$ cat config.mk
export PLATFORM = sky130hd
export DESIGN_NAME = game_controller_flat
export DESIGN_NICKNAME = d
export VERILOG_FILES = /design/src/rtl/game_controller_pkg.sv /design/src/rtl/game_controller_if.sv /design/src/rtl/game_controller_lfsr4.sv /design/src/rtl/game_controller.sv /design/src/flat_wrapper.sv
export SDC_FILE = /design/constraint.sdc
export NUM_CORES = 1
export LEC_CHECK = 0
export BUFFER_PORTS_ARGS = -buffer_cell sky130_fd_sc_hd__buf_2
export CAP_MARGIN = 20
export CORE_ASPECT_RATIO = 0.9
export CORE_MARGIN = 2
export CORE_UTILIZATION = 45
export CTS_CLUSTER_DIAMETER = 150
export DETAILED_ROUTE_END_ITERATION = 12
export GPL_TIMING_DRIVEN = 0
export PLACE_DENSITY = 0.62
export SLEW_MARGIN = 20
export SYNTH_ARGS = -nofsm -noshare
export SYNTH_HDL_FRONTEND = slang
export SYNTH_HIERARCHICAL = 1
export SYNTH_SLANG_ARGS = --single-unit
$ cat constraint.sdc
create_clock -name clock -period 4.33 [get_ports clock]
set_clock_uncertainty 0.2 [all_clocks]
set_input_delay 0 -clock clock [delete_from_list [all_inputs] [get_ports clock]]
set_output_delay 0 -clock clock [all_outputs]
set_load 0.02 [all_outputs]
$ cat src/rtl/game_controller_pkg.sv
// Shared types and constants for the 4x4 snake-style game controller.
package game_controller_pkg;

  typedef enum logic [1:0] {
    ST_IDLE,
    ST_PLAY,
    ST_LOSE,
    ST_WIN
  } state_t;

  typedef enum logic [1:0] {
    DIR_UP,
    DIR_DOWN,
    DIR_LEFT,
    DIR_RIGHT
  } dir_t;

  localparam int         GRID_DIM    = 4;
  localparam logic [3:0] START_POS   = 4'd0;
  localparam logic [3:0] START_APPLE = 4'd10;
  localparam logic [3:0] MAX_SCORE   = 4'd15;
  localparam logic [3:0] LFSR_SEED   = 4'b0001;

  // Result of stepping the head one cell: wall flag plus the candidate cell.
  typedef struct packed {
    logic       wall;
    logic [3:0] pos;
  } move_t;

  // Cell index is row*4+col; stepping past any edge reports a wall hit.
  function automatic move_t next_cell(input logic [3:0] pos, input dir_t dir);
    logic [1:0] row;
    logic [1:0] col;
    move_t      m;
    row    = pos[3:2];
    col    = pos[1:0];
    m.wall = 1'b0;
    m.pos  = pos;
    case (dir)
      DIR_UP:    if (row == 2'd0) m.wall = 1'b1; else m.pos = {row - 2'd1, col};
      DIR_DOWN:  if (row == 2'(GRID_DIM - 1)) m.wall = 1'b1; else m.pos = {row + 2'd1, col};
      DIR_LEFT:  if (col == 2'd0) m.wall = 1'b1; else m.pos = {row, col - 2'd1};
      default:   if (col == 2'(GRID_DIM - 1)) m.wall = 1'b1; else m.pos = {row, col + 2'd1};
    endcase
    return m;
  endfunction

  // Buttons {up,down,left,right}; up wins over down over left over right, none holds.
  function automatic dir_t pick_dir(input logic [3:0] btn, input dir_t cur);
    if (btn[3])      return DIR_UP;
    else if (btn[2]) return DIR_DOWN;
    else if (btn[1]) return DIR_LEFT;
    else if (btn[0]) return DIR_RIGHT;
    else             return cur;
  endfunction

endpackage

$ cat src/rtl/game_controller_if.sv
// Player inputs and LED/status outputs of the game controller.
interface game_controller_if;
  logic       start;
  logic [3:0] dir_btn;
  logic [3:0] position;
  logic [3:0] apple;
  logic [3:0] score;
  logic       playing;
  logic       game_over;
  logic       won;

  modport master (
    output start, dir_btn,
    input  position, apple, score, playing, game_over, won
  );

  modport slave (
    input  start, dir_btn,
    output position, apple, score, playing, game_over, won
  );
endinterface

$ cat src/rtl/game_controller_lfsr4.sv
// Free-running 4-bit maximal-length LFSR (x^4+x^3+1); never reaches zero.
module lfsr4
  import game_controller_pkg::*;
(
  input  logic       clock,
  input  logic       reset,
  output logic [3:0] o_value
);

  logic [3:0] r_q;

  // Shift left, feeding back tap bits 3 and 2; seeded with a non-zero value.
  always_ff @(posedge clock) begin
    if (reset) r_q <= LFSR_SEED;
    else       r_q <= {r_q[2:0], r_q[3] ^ r_q[2]};
  end

  assign o_value = r_q;

endmodule

$ cat src/rtl/game_controller.sv
// Game controller: move timer, direction latch, head/apple/score state and FSM.
module game_controller
  import game_controller_pkg::*;
#(
  parameter int TICKS_PER_MOVE = 50_000_000
)(
  input logic              clock,
  input logic              reset,
  game_controller_if.slave gc
);

  localparam int               TICK_W    = 26;
  localparam logic [TICK_W-1:0] TICK_LAST = TICK_W'(TICKS_PER_MOVE - 1);

  state_t            r_state;
  dir_t              r_dir;
  logic [TICK_W-1:0] r_tick;
  logic [3:0]        r_pos;
  logic [3:0]        r_apple;
  logic [3:0]        r_score;
  logic              r_playing;
  logic              r_game_over;
  logic              r_won;

  logic [3:0]        w_lfsr;
  logic [3:0]        w_score_inc;
  move_t             w_move;

  lfsr4 u_lfsr (
    .clock   (clock),
    .reset   (reset),
    .o_value (w_lfsr)
  );

  // The move always uses the direction held before the move edge.
  assign w_move      = next_cell(r_pos, r_dir);
  assign w_score_inc = r_score + 4'd1;

  // Game FSM with registered board state and status flags.
  always_ff @(posedge clock) begin
    if (reset) begin
      r_state     <= ST_IDLE;
      r_dir       <= DIR_RIGHT;
      r_tick      <= '0;
      r_pos       <= START_POS;
      r_apple     <= START_APPLE;
      r_score     <= 4'd0;
      r_playing   <= 1'b0;
      r_game_over <= 1'b0;
      r_won       <= 1'b0;
    end else begin
      case (r_state)
        ST_PLAY: begin
          r_dir <= pick_dir(gc.dir_btn, r_dir);
          if (r_tick == TICK_LAST) begin
            r_tick <= '0;
            if (w_move.wall) begin
              r_state     <= ST_LOSE;
              r_playing   <= 1'b0;
              r_game_over <= 1'b1;
            end else begin
              r_pos <= w_move.pos;
              if (w_move.pos == r_apple) begin
                r_score <= w_score_inc;
                // Never place the apple under the head that just ate it.
                r_apple <= (w_lfsr == w_move.pos) ? w_lfsr + 4'd1 : w_lfsr;
                if (w_score_inc == MAX_SCORE) begin
                  r_state   <= ST_WIN;
                  r_playing <= 1'b0;
                  r_won     <= 1'b1;
                end
              end
            end
          end else begin
            r_tick <= r_tick + TICK_W'(1);
          end
        end
        ST_IDLE, ST_LOSE, ST_WIN: begin
          if (gc.start) begin
            r_state     <= ST_PLAY;
            r_dir       <= DIR_RIGHT;
            r_tick      <= '0;
            r_pos       <= START_POS;
            r_apple     <= START_APPLE;
            r_score     <= 4'd0;
            r_playing   <= 1'b1;
            r_game_over <= 1'b0;
            r_won       <= 1'b0;
          end
        end
        default: begin
          r_state     <= ST_IDLE;
          r_playing   <= 1'b0;
          r_game_over <= 1'b0;
          r_won       <= 1'b0;
        end
      endcase
    end
  end

  assign gc.position  = r_pos;
  assign gc.apple     = r_apple;
  assign gc.score     = r_score;
  assign gc.playing   = r_playing;
  assign gc.game_over = r_game_over;
  assign gc.won       = r_won;

endmodule

$ cat src/flat_wrapper.sv
// flat-port wrapper written by rule: the top's interface ports become plain ports
module game_controller_flat import game_controller_pkg::*;
#(
  parameter int TICKS_PER_MOVE = 50_000_000
)
  (clock, reset, gc_start, gc_dir_btn, gc_position, gc_apple, gc_score, gc_playing, gc_game_over, gc_won);
  game_controller_if gc_i ();
  input logic clock;
  input logic reset;
  input wire logic [$bits(gc_i.start)-1:0] gc_start;
  input wire logic [$bits(gc_i.dir_btn)-1:0] gc_dir_btn;
  output wire logic [$bits(gc_i.position)-1:0] gc_position;
  output wire logic [$bits(gc_i.apple)-1:0] gc_apple;
  output wire logic [$bits(gc_i.score)-1:0] gc_score;
  output wire logic [$bits(gc_i.playing)-1:0] gc_playing;
  output wire logic [$bits(gc_i.game_over)-1:0] gc_game_over;
  output wire logic [$bits(gc_i.won)-1:0] gc_won;
  assign gc_i.start = gc_start;
  assign gc_i.dir_btn = gc_dir_btn;
  assign gc_position = gc_i.position;
  assign gc_apple = gc_i.apple;
  assign gc_score = gc_i.score;
  assign gc_playing = gc_i.playing;
  assign gc_game_over = gc_i.game_over;
  assign gc_won = gc_i.won;
  game_controller #(.TICKS_PER_MOVE(TICKS_PER_MOVE)) u_core (.clock(clock), .reset(reset), .gc(gc_i));
endmodule
==> summary.txt <==
clk slew on worst S/H paths: 0.09 ns
leakage: 1.17 nW
commonest non-fill, non-tap cells in the layout: dfxtp_1, nor2_1, a21oi_1
Slew Limit Fails: 0
total power: 917 µW
Int Power: 685 µW
multiplexer share of the synthesized area: 0.0359
CP arrival: 2.83 ns
Hold WC Path Type: in2reg
first-pass GRT wire length: 12,100 µm
Critical Path Start Type: flop
number of routed nets with antenna violations: 0
DRC viols: 0
PnR worst setup slack: 1.50 ns
Yosys reg bits: 49
Largest stage delay, worst path: 0.59 ns
I/O pin cnt: 22
latest clock arrival within the worst-skew pair: 0.30 ns
Num CTS Buffers: 5
clock power share: 0.374
n_diodes: 0
CP max FO: 10
final period utilization: 0.653
worst reg2reg path depth: 7
Reg2Reg Setup Slack: 1.50 ns
Initial Util: 0.467
RR Endpoint: u_core/r_tick[19]
WHS Path Cells: 5
Overall Global Routing Usage: 0.223
WS Path Type: reg2reg
Max-slew headroom: 0.427
unrepaired setup endpoints after global routing: false
unique cell type count in the Yosys netlist: 56
Critical Path Sink Type: flop
Rows: 27
Async SR Flop Fraction: 0
Die X: 88.0 µm
largest area contributor in the netlist: dfxtp_1
vias in the first global route: 2,359
FF/Latch Area: 981 µm²
Filler cells: 613
maximum VDD drop: 0.000140 V
DR WL/cell: 15.5 µm
CP delay by family, top: compound AO/OA/AOI/OAI gates
NumNets Final: 405
largest net degree at the start of global routing: 15
Worst R2R Start: u_core/r_tick[0]
simple-gate share of the synthesized area: 0.290
Setup WS pre-CTS: 1.57 ns
core area: 6110 µm²
post-synthesis compound-gate area fraction: 0.235
post-synthesis instance total: 360
Avg Vias per Cell: 5.87
routability cong.: 0.848
Ys Warns: 6
Setup violations, final: 0
P per Cell Area: 282 nW/µm²
vias: 2,828
Setup TNS: 0 ns
main combinational cell family by area after synthesis: simple AND/OR/NAND/NOR gates
proportion of layout cells with a drive suffix above 1: 0.104
sequential area share after synthesis: 0.344
Cell Area, Synth: 2860 µm²
commonest register cell after synthesis: dfxtp_1
Worst Path Buf+Inv: 1
routed wire length: 7500 µm
Slowest-stage cell, CP: a21oi_1
main area contributors after synthesis: dfxtp_1, nor2_1, a21oi_1
DR pass1 iterations: 5
commonest non-fill, non-tap cell in the layout: dfxtp_1
Min-Delay Endpoint: u_core/r_dir[1]
switch share: 0.253
initial DRC count: 180
Final min period: 2.83 ns
syn_area_per_cell: 7.93 µm²
Area Growth Syn to Fin: 13.7%
Gate power share: 0.118
PortBufs: 21
number of synthesized flops with an enable pin: 0
P_sw: 232 µW
DP HPWL: 5350 µm
CTS tree: yes
aggregate global routing overflow: 0
run status: finished, final reports clean
Synth top area share: 0.344
Die ar.: 7000 µm²
adder-cell share of the synthesized area: 0.0175
Max Cap Violations: 0
Syn Nets: 371
clk buf depth: 2
xor/xnor share of the synthesized area: 0.0368
sequential share of power: 0.509
critical-path cell list: ha_1 > and3_1 > and4_1 > a21oi_1 > clkbuf_1 > o21ai_0 > a311oi_1
Root Driver: clkbuf_8
final hold violations: 0
Slew @ Worst Pin: 0.853 ns
CTS Sinks: 49
area of the multi-input gates: 1760 µm²
Die Ht: 79.6 µm
hold_sp: gc_dir_btn[0]
Peak Freq: 0.354 GHz
H-Tree Depth: 2
antenna violations before repair: 0
worst path required time: 4.34 ns
## logic make-up (layout without fill, tap and decap cells)
family,Yosys count,after routing
compound gates,101,101
xor+xnor,12,12
fa+ha+maj,4,4
buf+inv,28,63
flops,49,49
mux,10,10
simple gates,156,156
## power by group through the flow
stage	Combinational [mW]	Clock, mW	Sequential (mW)
floorplan	0.0701	0	0.477
global placement	0.102	0	0.477
detailed placement	0.102	0	0.477
CTS	0.107	0.354	0.466
global route	0.120	0.370	0.468
finish	0.108	0.343	0.466
## cell usage after synthesis, types with 9 or more instances
cell / n
a21oi_1: 27
a311oi_1: 13
and3_1: 10
clkbuf_1: 17
dfxtp_1: 49
nand2_1: 26
nand3_1: 12
nand4_1: 11
nor2_1: 40
nor3_1: 12
o21ai_0: 17
xnor2_1: 9
## flip-flops by register name, indices dropped and copies added (netlist names)
signal / flops
u_core/gc.won: 1
u_core/gc.score: 4
u_core/r_state: 2
u_core/gc.game_over: 1
u_core/r_tick: 26
u_core/r_dir: 2
u_core/gc.playing: 1
u_core/gc.position: 4
u_core/gc.apple: 4
u_core/u_lfsr/o_value: 4
## final cells by class
type	instances	area share
Multi-Input combinational cell	283	0.542
Sequential cell	49	0.302
Timing Repair Buffer	27	0.0509
Tap cell	87	0.0335
Buffer	21	0.0278
Clock buffer	7	0.0266
Clock inverter	1	0.00925
Inverter	7	0.00810
## stage by stage
stage                     hold slack, ns  instance area [µm²]  cells  utilization
after CTS                       0.000585                 3250    482        0.531
after global placement            0.0925                 3070    468        0.502
final                            0.00338                 3250    482        0.531
after global routing              0.0257                 3250    482        0.531
after floorplan                   -0.128                 2860    360            -
after detailed placement          0.0984                 3070    468        0.502
## metal layers
metal  GRT usage  wire length, µm  vias to the layer above
met5           0                0                        -
met4      0.0508               80                        0
met3      0.0403              392                        9
met2       0.318             3130                       77
met1       0.345             3890                     1327
li1            -                -                     1415
## how the worst max path moves through the flow
stage                          startpoint                  to  depth (start not counted)
detailed placement       u_core/r_tick[7]    u_core/r_tick[5]                          8
CTS                      u_core/r_tick[0]   u_core/r_tick[19]                          7
floorplan           u_core/gc.position[2]  u_core/gc.score[1]                          8
finish                   u_core/r_tick[0]   u_core/r_tick[19]                          7
global placement         u_core/r_tick[7]    u_core/r_tick[5]                          8
global route             u_core/r_tick[7]    u_core/r_tick[5]                          8
## worst reg2reg max path, stage by stage (launching register included)
cell	delay (ns)
dfxtp_1	0.36
ha_1	0.25
and3_1	0.23
and4_1	0.18
a21oi_1	0.59
clkbuf_1	0.43
o21ai_0	0.18
a311oi_1	0.30
## repair_timing
item | CTS | global route
hold endpoints to repair | 10 | 0
hold buffers | 6 | 0
setup buffers | 0 | 0
resized for setup | 0 | 0
No activity file was read; power rests on OpenSTA's default activity.
